### config.mk
export PLATFORM = sky130hd
export DESIGN_NAME = vram_write_arbiter_flat
export DESIGN_NICKNAME = d
export VERILOG_FILES = /design/src/rtl/vram_write_arbiter_pkg.sv /design/src/rtl/vram_write_arbiter_if.sv /design/src/rtl/vram_write_arbiter_fifo.sv /design/src/rtl/vram_write_arbiter.sv /design/src/flat_wrapper.sv
export SDC_FILE = /design/constraint.sdc
export NUM_CORES = 1
export LEC_CHECK = 0
export BUFFER_PORTS_ARGS = -buffer_cell sky130_fd_sc_hd__buf_2
export CAP_MARGIN = 0
export CELL_PAD_IN_SITES_DETAIL_PLACEMENT = 0
export CELL_PAD_IN_SITES_GLOBAL_PLACEMENT = 2
export CORE_MARGIN = 1.5
export CORE_UTILIZATION = 33
export DETAILED_ROUTE_END_ITERATION = 10
export PLACE_DENSITY = 0.57
export SLEW_MARGIN = 20
export SYNTH_ARGS = -nofsm -noshare
export SYNTH_HDL_FRONTEND = slang
export SYNTH_HIERARCHICAL = 1
export SYNTH_SLANG_ARGS = --single-unit
export TNS_END_PERCENT = 30
### constraint.sdc
create_clock -name clk -period 11.85 [get_ports clk]
set_input_delay 1.185 -clock clk [delete_from_list [all_inputs] [get_ports clk]]
set_output_delay 1.185 -clock clk [all_outputs]
set_load 0.01 [all_outputs]
### src/rtl/vram_write_arbiter_pkg.sv
// Shared widths, default FIFO depth and the arbiter grant encoding for the
// VRAM write arbiter slice.
package vram_write_arbiter_pkg;

  localparam int VRAM_ADDR_WIDTH = 15;
  localparam int VRAM_DATA_WIDTH = 8;
  localparam int FIFO_DEPTH_DEF  = 16;

  typedef enum logic [1:0] {
    GRANT_IDLE = 2'd0,
    GRANT_GPU  = 2'd1,
    GRANT_WR   = 2'd2
  } grant_e;

  // GPU fetch always wins; queued CPU writes only take otherwise-idle slots.
  function automatic grant_e arbitrate(input logic gpu_rd,
                                       input logic fifo_empty,
                                       input logic drain_ok);
    if (gpu_rd)                       return GRANT_GPU;
    else if (!fifo_empty && drain_ok) return GRANT_WR;
    else                              return GRANT_IDLE;
  endfunction

endpackage

### src/rtl/vram_write_arbiter_if.sv
// Bundle of CPU write port, GPU fetch port and VRAM pins around the arbiter.
// master = surrounding system, slave = the arbiter itself.
interface vram_write_arbiter_if
  import vram_write_arbiter_pkg::*;
#(
  parameter int ADDR_WIDTH = VRAM_ADDR_WIDTH,
  parameter int DATA_WIDTH = VRAM_DATA_WIDTH,
  parameter int DEPTH      = FIFO_DEPTH_DEF
);
  localparam int LVL_W = $clog2(DEPTH + 1);

  logic                  cs;
  logic [ADDR_WIDTH-1:0] address;
  logic [DATA_WIDTH-1:0] data;
  logic                  full;
  logic [LVL_W-1:0]      level;
  logic                  overflow;
  logic                  vblank;
  logic                  gpu_rd;
  logic [ADDR_WIDTH-1:0] gpu_addr;
  logic [DATA_WIDTH-1:0] gpu_data;
  logic                  gpu_valid;
  logic [ADDR_WIDTH-1:0] vram_addr;
  logic [DATA_WIDTH-1:0] vram_wdata;
  logic                  vram_we;
  logic                  vram_oe;
  logic [DATA_WIDTH-1:0] vram_rdata;

  modport master (
    output cs, address, data, vblank, gpu_rd, gpu_addr, vram_rdata,
    input  full, level, overflow, gpu_data, gpu_valid,
           vram_addr, vram_wdata, vram_we, vram_oe
  );

  modport slave (
    input  cs, address, data, vblank, gpu_rd, gpu_addr, vram_rdata,
    output full, level, overflow, gpu_data, gpu_valid,
           vram_addr, vram_wdata, vram_we, vram_oe
  );

endinterface

### src/rtl/vram_write_arbiter_fifo.sv
// sync_fifo_m: parametrised-width/depth synchronous FIFO with registered
// level/full and a combinational head word.
module sync_fifo_m #(
  parameter int WIDTH = 23,
  parameter int DEPTH = 16,
  localparam int AW    = $clog2(DEPTH),
  localparam int LVL_W = $clog2(DEPTH + 1)
) (
  input  logic             clk,
  input  logic             rst,
  input  logic             i_push,
  input  logic [WIDTH-1:0] i_din,
  input  logic             i_pop,
  output logic [WIDTH-1:0] o_dout,
  output logic             o_accept,
  output logic [LVL_W-1:0] o_level,
  output logic             o_full,
  output logic             o_empty
);

  logic [WIDTH-1:0] r_mem [DEPTH];
  logic [AW-1:0]    r_wr_ptr, r_rd_ptr;
  logic [LVL_W-1:0] r_level, w_level_nxt;
  logic             r_full;
  logic             w_push_ok, w_pop_ok;

  assign o_empty   = (r_level == '0);
  // A pop in the same cycle frees the slot, so a full FIFO still accepts.
  assign w_push_ok = i_push && (!r_full || i_pop);
  assign w_pop_ok  = i_pop && !o_empty;

  always_comb begin
    w_level_nxt = r_level;
    case ({w_push_ok, w_pop_ok})
      2'b10:   w_level_nxt = r_level + 1'b1;
      2'b01:   w_level_nxt = r_level - 1'b1;
      default: w_level_nxt = r_level;
    endcase
  end

  always_ff @(posedge clk) begin
    if (w_push_ok) r_mem[r_wr_ptr] <= i_din;
  end

  always_ff @(posedge clk or posedge rst) begin
    if (rst) begin
      r_wr_ptr <= '0;
      r_rd_ptr <= '0;
      r_level  <= '0;
      r_full   <= 1'b0;
    end else begin
      if (w_push_ok) r_wr_ptr <= r_wr_ptr + 1'b1;
      if (w_pop_ok)  r_rd_ptr <= r_rd_ptr + 1'b1;
      r_level <= w_level_nxt;
      r_full  <= (w_level_nxt == LVL_W'(DEPTH));
    end
  end

  assign o_dout   = r_mem[r_rd_ptr];
  assign o_accept = w_push_ok;
  assign o_level  = r_level;
  assign o_full   = r_full;

endmodule

### src/rtl/vram_write_arbiter.sv
// Queues CPU VRAM writes and slots them into cycles the GPU fetch path leaves
// idle; all VRAM pins and the GPU read return are registered.
module vram_write_arbiter
  import vram_write_arbiter_pkg::*;
#(
  parameter int ADDR_WIDTH = VRAM_ADDR_WIDTH,
  parameter int DATA_WIDTH = VRAM_DATA_WIDTH,
  parameter int DEPTH      = FIFO_DEPTH_DEF,
  parameter bit BLANK_ONLY = 1'b0
) (
  input  logic                 clk,
  input  logic                 rst,
  vram_write_arbiter_if.slave  bus
);

  localparam int LVL_W = $clog2(DEPTH + 1);
  localparam int EW    = ADDR_WIDTH + DATA_WIDTH;

  logic [EW-1:0]         w_head;
  logic                  w_accept, w_full, w_empty, w_pop, w_drain_ok;
  logic [LVL_W-1:0]      w_level;
  grant_e                w_grant;

  logic [ADDR_WIDTH-1:0] r_vram_addr;
  logic [DATA_WIDTH-1:0] r_vram_wdata;
  logic                  r_vram_we, r_vram_oe;
  logic [DATA_WIDTH-1:0] r_gpu_data;
  logic                  r_gpu_valid;
  logic                  r_overflow;

  sync_fifo_m #(.WIDTH(EW), .DEPTH(DEPTH)) u_fifo (
    .clk      (clk),
    .rst      (rst),
    .i_push   (bus.cs),
    .i_din    ({bus.address, bus.data}),
    .i_pop    (w_pop),
    .o_dout   (w_head),
    .o_accept (w_accept),
    .o_level  (w_level),
    .o_full   (w_full),
    .o_empty  (w_empty)
  );

  assign w_drain_ok = !BLANK_ONLY || bus.vblank;
  assign w_grant    = arbitrate(bus.gpu_rd, w_empty, w_drain_ok);
  assign w_pop      = (w_grant == GRANT_WR);

  always_ff @(posedge clk or posedge rst) begin
    if (rst) begin
      r_vram_addr  <= '0;
      r_vram_wdata <= '0;
      r_vram_we    <= 1'b0;
      r_vram_oe    <= 1'b0;
    end else begin
      case (w_grant)
        GRANT_GPU: begin
          r_vram_oe   <= 1'b1;
          r_vram_we   <= 1'b0;
          r_vram_addr <= bus.gpu_addr;
        end
        GRANT_WR: begin
          r_vram_we    <= 1'b1;
          r_vram_oe    <= 1'b0;
          r_vram_addr  <= w_head[EW-1:DATA_WIDTH];
          r_vram_wdata <= w_head[DATA_WIDTH-1:0];
        end
        default: begin
          r_vram_we <= 1'b0;
          r_vram_oe <= 1'b0;
        end
      endcase
    end
  end

  // Second read stage: capture RAM data during the oe cycle.
  always_ff @(posedge clk or posedge rst) begin
    if (rst) begin
      r_gpu_data  <= '0;
      r_gpu_valid <= 1'b0;
    end else begin
      r_gpu_valid <= r_vram_oe;
      if (r_vram_oe) r_gpu_data <= bus.vram_rdata;
    end
  end

  always_ff @(posedge clk or posedge rst) begin
    if (rst)                    r_overflow <= 1'b0;
    else if (bus.cs && !w_accept) r_overflow <= 1'b1;
  end

  assign bus.full       = w_full;
  assign bus.level      = w_level;
  assign bus.overflow   = r_overflow;
  assign bus.vram_addr  = r_vram_addr;
  assign bus.vram_wdata = r_vram_wdata;
  assign bus.vram_we    = r_vram_we;
  assign bus.vram_oe    = r_vram_oe;
  assign bus.gpu_data   = r_gpu_data;
  assign bus.gpu_valid  = r_gpu_valid;

endmodule

### src/flat_wrapper.sv
// flat-port wrapper written by rule: the top's interface ports become plain ports
module vram_write_arbiter_flat import vram_write_arbiter_pkg::*;
#(
  parameter int ADDR_WIDTH = VRAM_ADDR_WIDTH,
  parameter int DATA_WIDTH = VRAM_DATA_WIDTH,
  parameter int DEPTH      = FIFO_DEPTH_DEF,
  parameter bit BLANK_ONLY = 1'b0
)
  (clk, rst, bus_cs, bus_address, bus_data, bus_vblank, bus_gpu_rd, bus_gpu_addr, bus_vram_rdata, bus_full, bus_level, bus_overflow, bus_gpu_data, bus_gpu_valid, bus_vram_addr, bus_vram_wdata, bus_vram_we, bus_vram_oe);
  vram_write_arbiter_if #(.ADDR_WIDTH(ADDR_WIDTH), .DATA_WIDTH(DATA_WIDTH), .DEPTH(DEPTH)) bus_i ();
  input  logic clk;
  input  logic rst;
  input wire logic [$bits(bus_i.cs)-1:0] bus_cs;
  input wire logic [$bits(bus_i.address)-1:0] bus_address;
  input wire logic [$bits(bus_i.data)-1:0] bus_data;
  input wire logic [$bits(bus_i.vblank)-1:0] bus_vblank;
  input wire logic [$bits(bus_i.gpu_rd)-1:0] bus_gpu_rd;
  input wire logic [$bits(bus_i.gpu_addr)-1:0] bus_gpu_addr;
  input wire logic [$bits(bus_i.vram_rdata)-1:0] bus_vram_rdata;
  output wire logic [$bits(bus_i.full)-1:0] bus_full;
  output wire logic [$bits(bus_i.level)-1:0] bus_level;
  output wire logic [$bits(bus_i.overflow)-1:0] bus_overflow;
  output wire logic [$bits(bus_i.gpu_data)-1:0] bus_gpu_data;
  output wire logic [$bits(bus_i.gpu_valid)-1:0] bus_gpu_valid;
  output wire logic [$bits(bus_i.vram_addr)-1:0] bus_vram_addr;
  output wire logic [$bits(bus_i.vram_wdata)-1:0] bus_vram_wdata;
  output wire logic [$bits(bus_i.vram_we)-1:0] bus_vram_we;
  output wire logic [$bits(bus_i.vram_oe)-1:0] bus_vram_oe;
  assign bus_i.cs = bus_cs;
  assign bus_i.address = bus_address;
  assign bus_i.data = bus_data;
  assign bus_i.vblank = bus_vblank;
  assign bus_i.gpu_rd = bus_gpu_rd;
  assign bus_i.gpu_addr = bus_gpu_addr;
  assign bus_i.vram_rdata = bus_vram_rdata;
  assign bus_full = bus_i.full;
  assign bus_level = bus_i.level;
  assign bus_overflow = bus_i.overflow;
  assign bus_gpu_data = bus_i.gpu_data;
  assign bus_gpu_valid = bus_i.gpu_valid;
  assign bus_vram_addr = bus_i.vram_addr;
  assign bus_vram_wdata = bus_i.vram_wdata;
  assign bus_vram_we = bus_i.vram_we;
  assign bus_vram_oe = bus_i.vram_oe;
  vram_write_arbiter #(.ADDR_WIDTH(ADDR_WIDTH), .DATA_WIDTH(DATA_WIDTH), .DEPTH(DEPTH), .BLANK_ONLY(BLANK_ONLY)) u_core (.clk(clk), .rst(rst), .bus(bus_i));
endmodule
# After elaboration in Yosys (flattened, before gate mapping)

Memory sizes are Yosys's and may differ from the RTL's.
Index checks and enable logic that the tools add are counted.

Reductions and logical operators: 9
Multiplexer cells: 8
Add/sub/neg operators: 4
Equality and inequality tests: 5

Operators with widths:

| operator            | count |
|---|---|
| $pmux 15 s2         | 1 |
| $pmux 5 s2          | 1 |
| $add 4x1->4 const B | 2 |
| $add 5x1->5 const B | 1 |
| $eq 5x5->1 const B  | 1 |
| $logic_not 5->1     | 1 |
| $sub 5x1->5 const B | 1 |
| $eq 2x1->1 const B  | 2 |
| $eq 2x2->1 const B  | 2 |
| $mux 1              | 4 |
| $mux 2              | 2 |
| $logic_and 1x1->1   | 3 |
| $logic_not 1->1     | 3 |
| $reduce_bool 2->1   | 1 |
| $logic_or 1x1->1    | 1 |

Memories: 1
Word-level logic and storage cells: 38
Bits in writable memories: 368
Output and inout bits: 41
Register bits after elaboration: 49

Memory list:

| name                | depth | bits a word | read ports | clocked after memory_dff | write ports | RTL line                      | source |
|---|---|---|---|---|---|---|---|
| u_core.u_fifo.r_mem | 16    | 23          | 1          | 0                        | 1           | vram_write_arbiter_fifo.sv:21 | `logic [WIDTH-1:0] r_mem [DEPTH];` |

# Longest topological paths before layout

Gate-level depths: netlist of the first run.

Depth in word-level cells: 9
Mapped depth: 11
Gate-level depth less buffers: 10

# By module

Netlist of the first run, hierarchy kept.

Modules (own cells, without submodules):

| module             | area an instance (µm²) | instances | seq. area each (µm²) | cells each |
|---|---|---|---|---|
| sync_fifo_m        | 14,655.3               | 1         | 11,400.9             | 657 |
| vram_write_arbiter | 1,452.6                | 1         | 875.8                | 107 |

# Least setup slack after synthesis of the first run

Ideal clock, no wire load.

Path kind: input-to-reg
Start point: in bus_gpu_rd
End point: mem u_core.u_fifo.r_mem[0][0], enable pin
Cell stages on the path: 3
Setup slack: 7,627 ps
Required time: 11,389 ps
Data arrival time: 3,761 ps
Path through: nor2_8 > o21ai_2 > nor4_1

Longest elaborated chain between the ends: 6

Ends and longest elaborated chain:

| what                         | RTL line                      | source |
|---|---|---|
| start, declared              | flat_wrapper.sv:17            | `input wire logic [$bits(bus_i.gpu_rd)-1:0] bus_gpu_rd;` |
| $mux 2                       | vram_write_arbiter_pkg.sv:19  | `if (gpu_rd) return GRANT_GPU;` |
| $eq 2x2->1                   | vram_write_arbiter.sv:46      | `assign w_pop = (w_grant == GRANT_WR);` |
| $logic_or 1x1->1             | vram_write_arbiter_fifo.sv:29 | `assign w_push_ok = i_push && (!r_full \|\| i_pop);` |
| $logic_and 1x1->1            | vram_write_arbiter_fifo.sv:29 |  |
| $mux 1                       | vram_write_arbiter_fifo.sv:42 | `if (w_push_ok) r_mem[r_wr_ptr] <= i_din;` |
| $mux 1 (implied by the code) | vram_write_arbiter_fifo.sv:42 |  |
| end, declared                | vram_write_arbiter_fifo.sv:21 |  |

No other way between the ends.

# Worst setup path after layout of the first run

Start point: reg u_core.u_fifo.r_level[1], in the netlist u_core/u_fifo/o_level[1]
End point: reg u_core.u_fifo.r_full, in the netlist u_core/u_fifo/o_full

Longest elaborated chain between the ends: 9

Ends and longest elaborated chain:

| what                                            | RTL line                      | source |
|---|---|---|
| start, declared                                 | vram_write_arbiter_fifo.sv:23 | `logic [LVL_W-1:0] r_level, w_level_nxt;` |
| start signal, assigned                          | vram_write_arbiter_fifo.sv:54 | `r_level <= w_level_nxt;` |
| $logic_not 5->1 (*)                             | vram_write_arbiter_fifo.sv:27 | `assign o_empty = (r_level == '0);` |
| named net u_core.w_empty                        | vram_write_arbiter.sv:20      | `logic w_accept, w_full, w_empty, w_pop, w_drain_ok;` |
| $mux 2 (*)                                      | vram_write_arbiter_pkg.sv:20  | `else if (!fifo_empty && drain_ok) return GRANT_WR;` |
| $mux 2 (*)                                      | vram_write_arbiter_pkg.sv:19  |  |
| $eq 2x2->1 (*)                                  | vram_write_arbiter.sv:46      |  |
| named net u_core.w_pop                          | vram_write_arbiter.sv:20      |  |
| $logic_or 1x1->1                                | vram_write_arbiter_fifo.sv:29 |  |
| $logic_and 1x1->1                               | vram_write_arbiter_fifo.sv:29 |  |
| $eq 2x1->1 / $eq 2x2->1 (equally long branches) | vram_write_arbiter_fifo.sv:34 | `case ({w_push_ok, w_pop_ok})` |
| $pmux 5 s2 (*)                                  | vram_write_arbiter_fifo.sv:34 |  |
| $eq 5x5->1 (*)                                  | vram_write_arbiter_fifo.sv:55 | `r_full <= (w_level_nxt == LVL_W'(DEPTH));` |
| end signal, assigned                            | vram_write_arbiter_fifo.sv:55 |  |
| end, declared                                   | vram_write_arbiter_fifo.sv:24 | `logic r_full;` |

Mark *: on every way through the listed nets, which the timed path passes. The rest lies on a longest branch.
A chain may end at the register's enable or synchronous reset.

==> flow_summary.ini, run 1 <==
[grt]
globalRoute.totalOverflow = 0
vias_in_the_first_global_route = 8217
grt_first_pass_wirelength_um = 54500
largest_net_degree_at_the_start_of_global_routing = 56
grt.total_usage = 0.151
grt_antenna_before_repair = 1

[critical_path]
critical_path_peak_fanout = 16
critical_path_required_ps = 12300
arrival_ps = 4790
setup.worst_path.end_class = flip-flop
reg2reg_from = u_core/u_fifo/o_level[1]
worst-r2r-cell-count = 10
critical_path.reg2reg.endpoint = u_core/u_fifo/o_full
criticalPathCategory = flip-flop to flip-flop
cp-start-kind = flip-flop
setup.reg_to_reg.worst_slack_ps = 7500

[synthesis]
synth_edf_count = 368
dominantRegCellSynth = edfxtp_1
netlist_instances = 764
ys_async_sr_fraction = 0.118
syn_area_per_cell_um2 = 21.1
yosysSeqAreaShare = 0.762
ys_types = 42
ys_ff_latch = 417
synth-warning-count = 6
synth.cell_area_um2 = 16100
net_count_after_synthesis = 825

[routing]
drc = 0
drtAntennaViolNets = 0
drt_iter0_markers = 418
drt-wirelength-per-cell_um = 24.1
finalWirelength_um = 37000
dr_total_vias = 7700
avgViaCountPerCell = 5.02
detailedRoute.firstPassIterationCount = 5

[timing]
worst_pin_slew_ps = 993
max_freq_ghz = 0.230
final-setup-viol-count = 0
setup_total_negative_slack_ps = 0
grt_setup_unrepaired = false
finalCritPeriodShare = 0.367
final.setup_skew_ps = 21.5
slew_violations = 0
slew_headroom = 0.336
fin_crit_ps = 4350
hold_violations = 0

[clocking]
postCtsResizedCells = 0
cts.root.buffer_cell = clkbuf_16
numCtsBuffers = 45
path_clk_slew_ps = 60
number_of_buffers_inserted_by_post_cts_setup_repair = 0
clk_path_buf_depth = 3
htree_num_levels = 2
clkLatencyLatePin_ps = 570
cts_hold_buf = 0
cts_tree = built
clkSinkCount = 417

[min_path]
hold_start = u_core/bus.overflow
hold-path-endpoint = u_core/bus.overflow
worst_hold_path.num_cells = 1
hold_class = flip-flop to flip-flop

[cells_and_area]
final_net_count = 945
area_growth_pct = 16.7
post-route-util = 0.392
most-common-layout-cells = edfxtp_1, mux4_2, buf_2
commonest_non_fill_non_tap_cell_in_the_layout = edfxtp_1
antenna_cells_inserted = 0
fill_cells = 4276
final_layout_size_suffix_gt1_frac = 0.328

[die]
floorplan.initialDensity = 0.336
die_width_um = 224
std_cell_core_area_um2 = 47900
top_level_ports = 92
die_area_um2 = 50100
fp.dieH_um = 224
row_count = 80

[status]
status = completed

[power]
pwr_density_cell_nw_per_um2 = 239
ir_drop_mv = 0.123
cell_leakage_power_nw = 6.30

[run]
max-cap-violations = 0

[placed_design]
final_hpwl_from_detailed_placement_um = 19900
gpl.final_weighted_congestion = 0.678
port_buffers = 90
[synth_stat cells (8+ instances only)]
| cell type | count | area [µm²] |
|---|---|---|
| edfxtp_1 | 368 | 11100 |
| mux2i_1 | 15 | 150 |
| mux2_2 | 10 | 113 |
| buf_2 | 9 | 45.0 |
| clkbuf_1 | 16 | 60.1 |
| dfrtp_1 | 49 | 1230 |
| a22oi_1 | 46 | 345 |
| nand2_1 | 44 | 165 |
| mux4_2 | 92 | 2070 |
| mux2_4 | 8 | 120 |
| ha_1 | 9 | 113 |
| and2_1 | 9 | 56.3 |
| o21ai_0 | 17 | 85.1 |
| inv_1 | 10 | 37.5 |
[layer usage]
layer | vias to the layer above | share of wire | track usage
met5 | - | 0.00035 | 0
met4 | 2 | 0.018 | 0.0453
met3 | 52 | 0.042 | 0.0269
met2 | 161 | 0.50 | 0.258
met1 | 4106 | 0.44 | 0.198
li1 | 3379 | - | -
[layout make-up]
| cell class | instances | area [µm²] | area share |
|---|---|---|---|
| Sequential cell | 417 | 12300 | 0.653 |
| Multi-Input combinational cell | 296 | 3630 | 0.193 |
| Clock buffer | 58 | 1250 | 0.0663 |
| Tap cell | 615 | 769 | 0.0409 |
| Timing Repair Buffer | 113 | 623 | 0.0331 |
| Clock inverter | 24 | 208 | 0.0110 |
| Inverter | 11 | 41.3 | 0.00220 |
[kinds of logic (layout without fill, tap and decap cells)]
| group | after synthesis | after routing | share of synthesized area |
|---|---|---|---|
| flip-flops | 417 | 417 | 0.762 |
| XOR/XNOR | 8 | 8 | 0.00435 |
| adder cells (fa/ha/maj) | 10 | 10 | 0.00823 |
| AND/OR/NAND/NOR | 81 | 81 | 0.0253 |
| multiplexers | 125 | 125 | 0.152 |
| buffers and inverters | 51 | 206 | 0.0169 |
| AO/OA/AOI/OAI | 72 | 72 | 0.0307 |
[worst max-delay path: stages, from the launching register on]
cell	delay, ps
dfrtp_1	430
or4_1	610
nor2_4	660
nor2_8	200
o21ai_2	510
ha_1	380
ha_1	330
a21oi_1	170
a21boi_0	130
or4_1	500
a211oi_1	300
[sequential cells by signal, summed over array words and instances (netlist names)]
register / flops
u_core/u_fifo/r_mem: 368
u_core/bus.vram_addr: 15
u_core/bus.gpu_data: 8
u_core/bus.vram_wdata: 8
u_core/u_fifo/o_level: 5
u_core/u_fifo/r_rd_ptr: 4
u_core/u_fifo/r_wr_ptr: 4
u_core/bus.gpu_valid: 1
u_core/bus.overflow: 1
u_core/bus.vram_oe: 1
u_core/bus.vram_we: 1
u_core/u_fifo/o_full: 1
[power breakdown]
group          switching [W]  internal, W  total [W]
clock network       0.000555     0.000825    0.00138
registers           0.000143      0.00180    0.00194
logic               0.000629     0.000546    0.00117
total                0.00133      0.00317    0.00450
[per-stage QoR]
stage	power [W]	setup WS (ps)	cells	hold WS (ps)	cell area (µm²)
floorplan	0.00278	7630	764	430	16100
global placement	0.00319	7450	1452	449	17300
detailed placement	0.00320	7460	1452	452	17300
CTS	0.00459	7430	1534	467	18800
global route	0.00474	7130	1534	488	18800
finish	0.00450	7500	1534	463	18800
[worst max-delay path by stage]
stage                        startpoint                        end  slack [ps]  depth (start not counted)
6_report       u_core/u_fifo/o_level[1]       u_core/u_fifo/o_full        7500                         10
5_1_grt        u_core/u_fifo/o_level[1]       u_core/u_fifo/o_full        7130                         10
4_1_cts        u_core/u_fifo/o_level[1]       u_core/u_fifo/o_full        7430                         10
3_5_place_dp   u_core/u_fifo/o_level[1]       u_core/u_fifo/o_full        7460                         10
3_3_place_gp   u_core/u_fifo/o_level[0]       u_core/u_fifo/o_full        7450                         10
2_1_floorplan                bus_gpu_rd  u_core/u_fifo/r_mem[0][0]        7630                          3
No activity file was read; power rests on OpenSTA's default activity.
==> run 2: changes to the inputs <==
Clock period 11.85 ns to 4.2 ns, I/O delays scaled along.
==> run 2 against run 1 <==
  * Final cell count increased by 0.46%
  * Clock skew decreased by 10 ps
  * Maximum frequency increased by 20%
  * Utilization increased by 0.057 points
  * Critical path type unchanged
  * Critical endpoint unchanged
  * Largest cell class unchanged
==> flow_summary.ini, run 2 (same netlist as run 1, synthesis figures left out) <==
[timing]
slew_headroom = 0.235
setup_total_negative_slack_ps = 0
worst_pin_slew_ps = 1140
final-setup-viol-count = 0
grt_setup_unrepaired = false
slew_violations = 0
finalCritPeriodShare = 0.863
fin_crit_ps = 3620
final.setup_skew_ps = 11.3
max_freq_ghz = 0.276
hold_violations = 0

[die]
top_level_ports = 92
row_count = 80
fp.dieH_um = 224
die_width_um = 224
die_area_um2 = 50100
std_cell_core_area_um2 = 47900
floorplan.initialDensity = 0.336

[placed_design]
port_buffers = 90
final_hpwl_from_detailed_placement_um = 21100
cell_area_after_placement_um2 = 17400
gpl.final_weighted_congestion = 0.686

[power]
cell_leakage_power_nw = 6.31
totalPowerFinal_w = 0.0126
pwr_density_cell_nw_per_um2 = 672
ir_drop_mv = 0.269

[cells_and_area]
final_layout_size_suffix_gt1_frac = 0.333
antenna_cells_inserted = 0
largest_reg_by_ff_count = u_core/u_fifo/r_mem
commonest_non_fill_non_tap_cell_in_the_layout = edfxtp_1
area_growth_pct = 16.9
largest_reg_flops = 368
final_net_count = 951
post-route-cell-area_um2 = 18800
most-common-layout-cells = edfxtp_1, mux4_2, buf_2
fill_cells = 4302

[min_path]
hold-path-endpoint = u_core/bus.vram_addr[14]
hold_class = input port to flip-flop
worst_hold_path.num_cells = 3
hold_start = bus_gpu_addr[14]

[run]
max-cap-violations = 0

[critical_path]
crit_path_top_delay_cell = or4_1
cp_cell_sequence = or4_1, nor2_4, nor2_8, o21ai_2, ha_1, ha_1, a21oi_1, a21boi_0, or4_1, a211oi_1
cp_slowest_stage_delay_ps = 590
critical_path_required_ps = 4670
critical_path_peak_fanout = 11
cp-start-kind = flip-flop
criticalPathCategory = flip-flop to flip-flop
reg2reg_from = u_core/u_fifo/o_level[0]
setup.worst_path.end_class = flip-flop
setup.reg_to_reg.worst_slack_ps = 580
arrival_ps = 4100
worst-r2r-cell-count = 10
critical_path.reg2reg.endpoint = u_core/u_fifo/o_full

[clocking]
path_clk_slew_ps = 60
cts_tree = built
clkSinkCount = 417
numCtsBuffers = 45
number_of_buffers_inserted_by_post_cts_setup_repair = 0
cts.root.buffer_cell = clkbuf_16
clk_path_buf_depth = 3
htree_num_levels = 2
clkLatencyLatePin_ps = 560

[grt]
grt_first_pass_wirelength_um = 55100
grt_antenna_before_repair = 0
largest_net_degree_at_the_start_of_global_routing = 45
grt.total_usage = 0.152
vias_in_the_first_global_route = 8093
globalRoute.totalOverflow = 0

[routing]
avgViaCountPerCell = 5.01
drtAntennaViolNets = 0
dr_total_vias = 7720
drt_iter0_markers = 494
drt-wirelength-per-cell_um = 24.0
finalWirelength_um = 37100
drc = 0
detailedRoute.firstPassIterationCount = 7

[status]
status = completed
-- run 2: cell count changes in the layout (fill, tap and decap cells not counted), sizes merged --
| cell | delta |
|---|---|
| dlygate4sd3 | +1 |
| clkinv | +3 |
| inv | -1 |
| buf | +5 |
| bufinv | -2 |
| clkinvlp | +1 |
-- run 2: per-stage QoR --
| stage | hold slack, ps | cells | worst slack, ps | utilization |
|---|---|---|---|---|
| floorplan | 309 | 764 | 318 | - |
| global route | 49.4 | 1541 | 343 | 0.393 |
| finish | 67.2 | 1541 | 576 | 0.393 |
| CTS | 30.6 | 1541 | 539 | 0.393 |
| global placement | 444 | 1457 | 548 | 0.363 |
| detailed placement | 457 | 1457 | 532 | 0.363 |
-- run 2: worst max-delay path by stage --
stage / from / end / slack, ps
after floorplan: u_core/u_fifo/o_level[0] / u_core/u_fifo/r_mem[0][0] / 320
after global placement: u_core/u_fifo/o_level[0] / u_core/u_fifo/o_full / 550
after detailed placement: u_core/u_fifo/o_level[0] / u_core/u_fifo/o_full / 530
after CTS: u_core/u_fifo/o_level[0] / u_core/u_fifo/o_full / 540
after global routing: u_core/u_fifo/o_level[0] / u_core/u_fifo/o_full / 340
final: u_core/u_fifo/o_level[0] / u_core/u_fifo/o_full / 580
-- run 2: what timing repair did --
item | 4_1_cts | 5_1_grt
gates resized for setup | 0 | 0
endpoints found under the hold margin | 14 | 0
hold buffers | 1 | 0
setup endpoints to repair | 0 | 0
-- run 2: area by class of cell --
cell class	instances	area (µm²)	share of cell area
Sequential cell	417	12300	0.652
Timing Repair Buffer	119	696	0.0369
Multi-Input combinational cell	296	3630	0.193
Tap cell	615	769	0.0409
Clock inverter	25	173	0.00917
Inverter	11	42.5	0.00226
Clock buffer	58	1240	0.0657
-- run 2: metal layers --
layer / share of wire / wire [µm] / GRT usage / vias to the layer above
met3: 0.038 / 1420 / 0.0291 / 49
met2: 0.49 / 18000 / 0.245 / 148
met4: 0.018 / 653 / 0.0390 / 0
li1: - / - / - / 3393
met5: 0 / 0 / 0 / -
met1: 0.46 / 17000 / 0.212 / 4130
-- run 2: worst max-delay path, delay by kind of cell (launching register included) --
family,cells,cell delay (ps)
flip-flops,1,450
adder cells (fa/ha/maj),2,700
AO/OA/AOI/OAI,4,970
AND/OR/NAND/NOR,4,1390
-- run 2: report_power, final --
part           switching [W]  internal [W]  leakage (nW)  total, W
Combinational        0.00179       0.00159          1.72   0.00337
Sequential          0.000421       0.00508          3.91   0.00550
Clock                0.00158       0.00220         0.688   0.00378
Total                0.00378       0.00886          6.31    0.0126
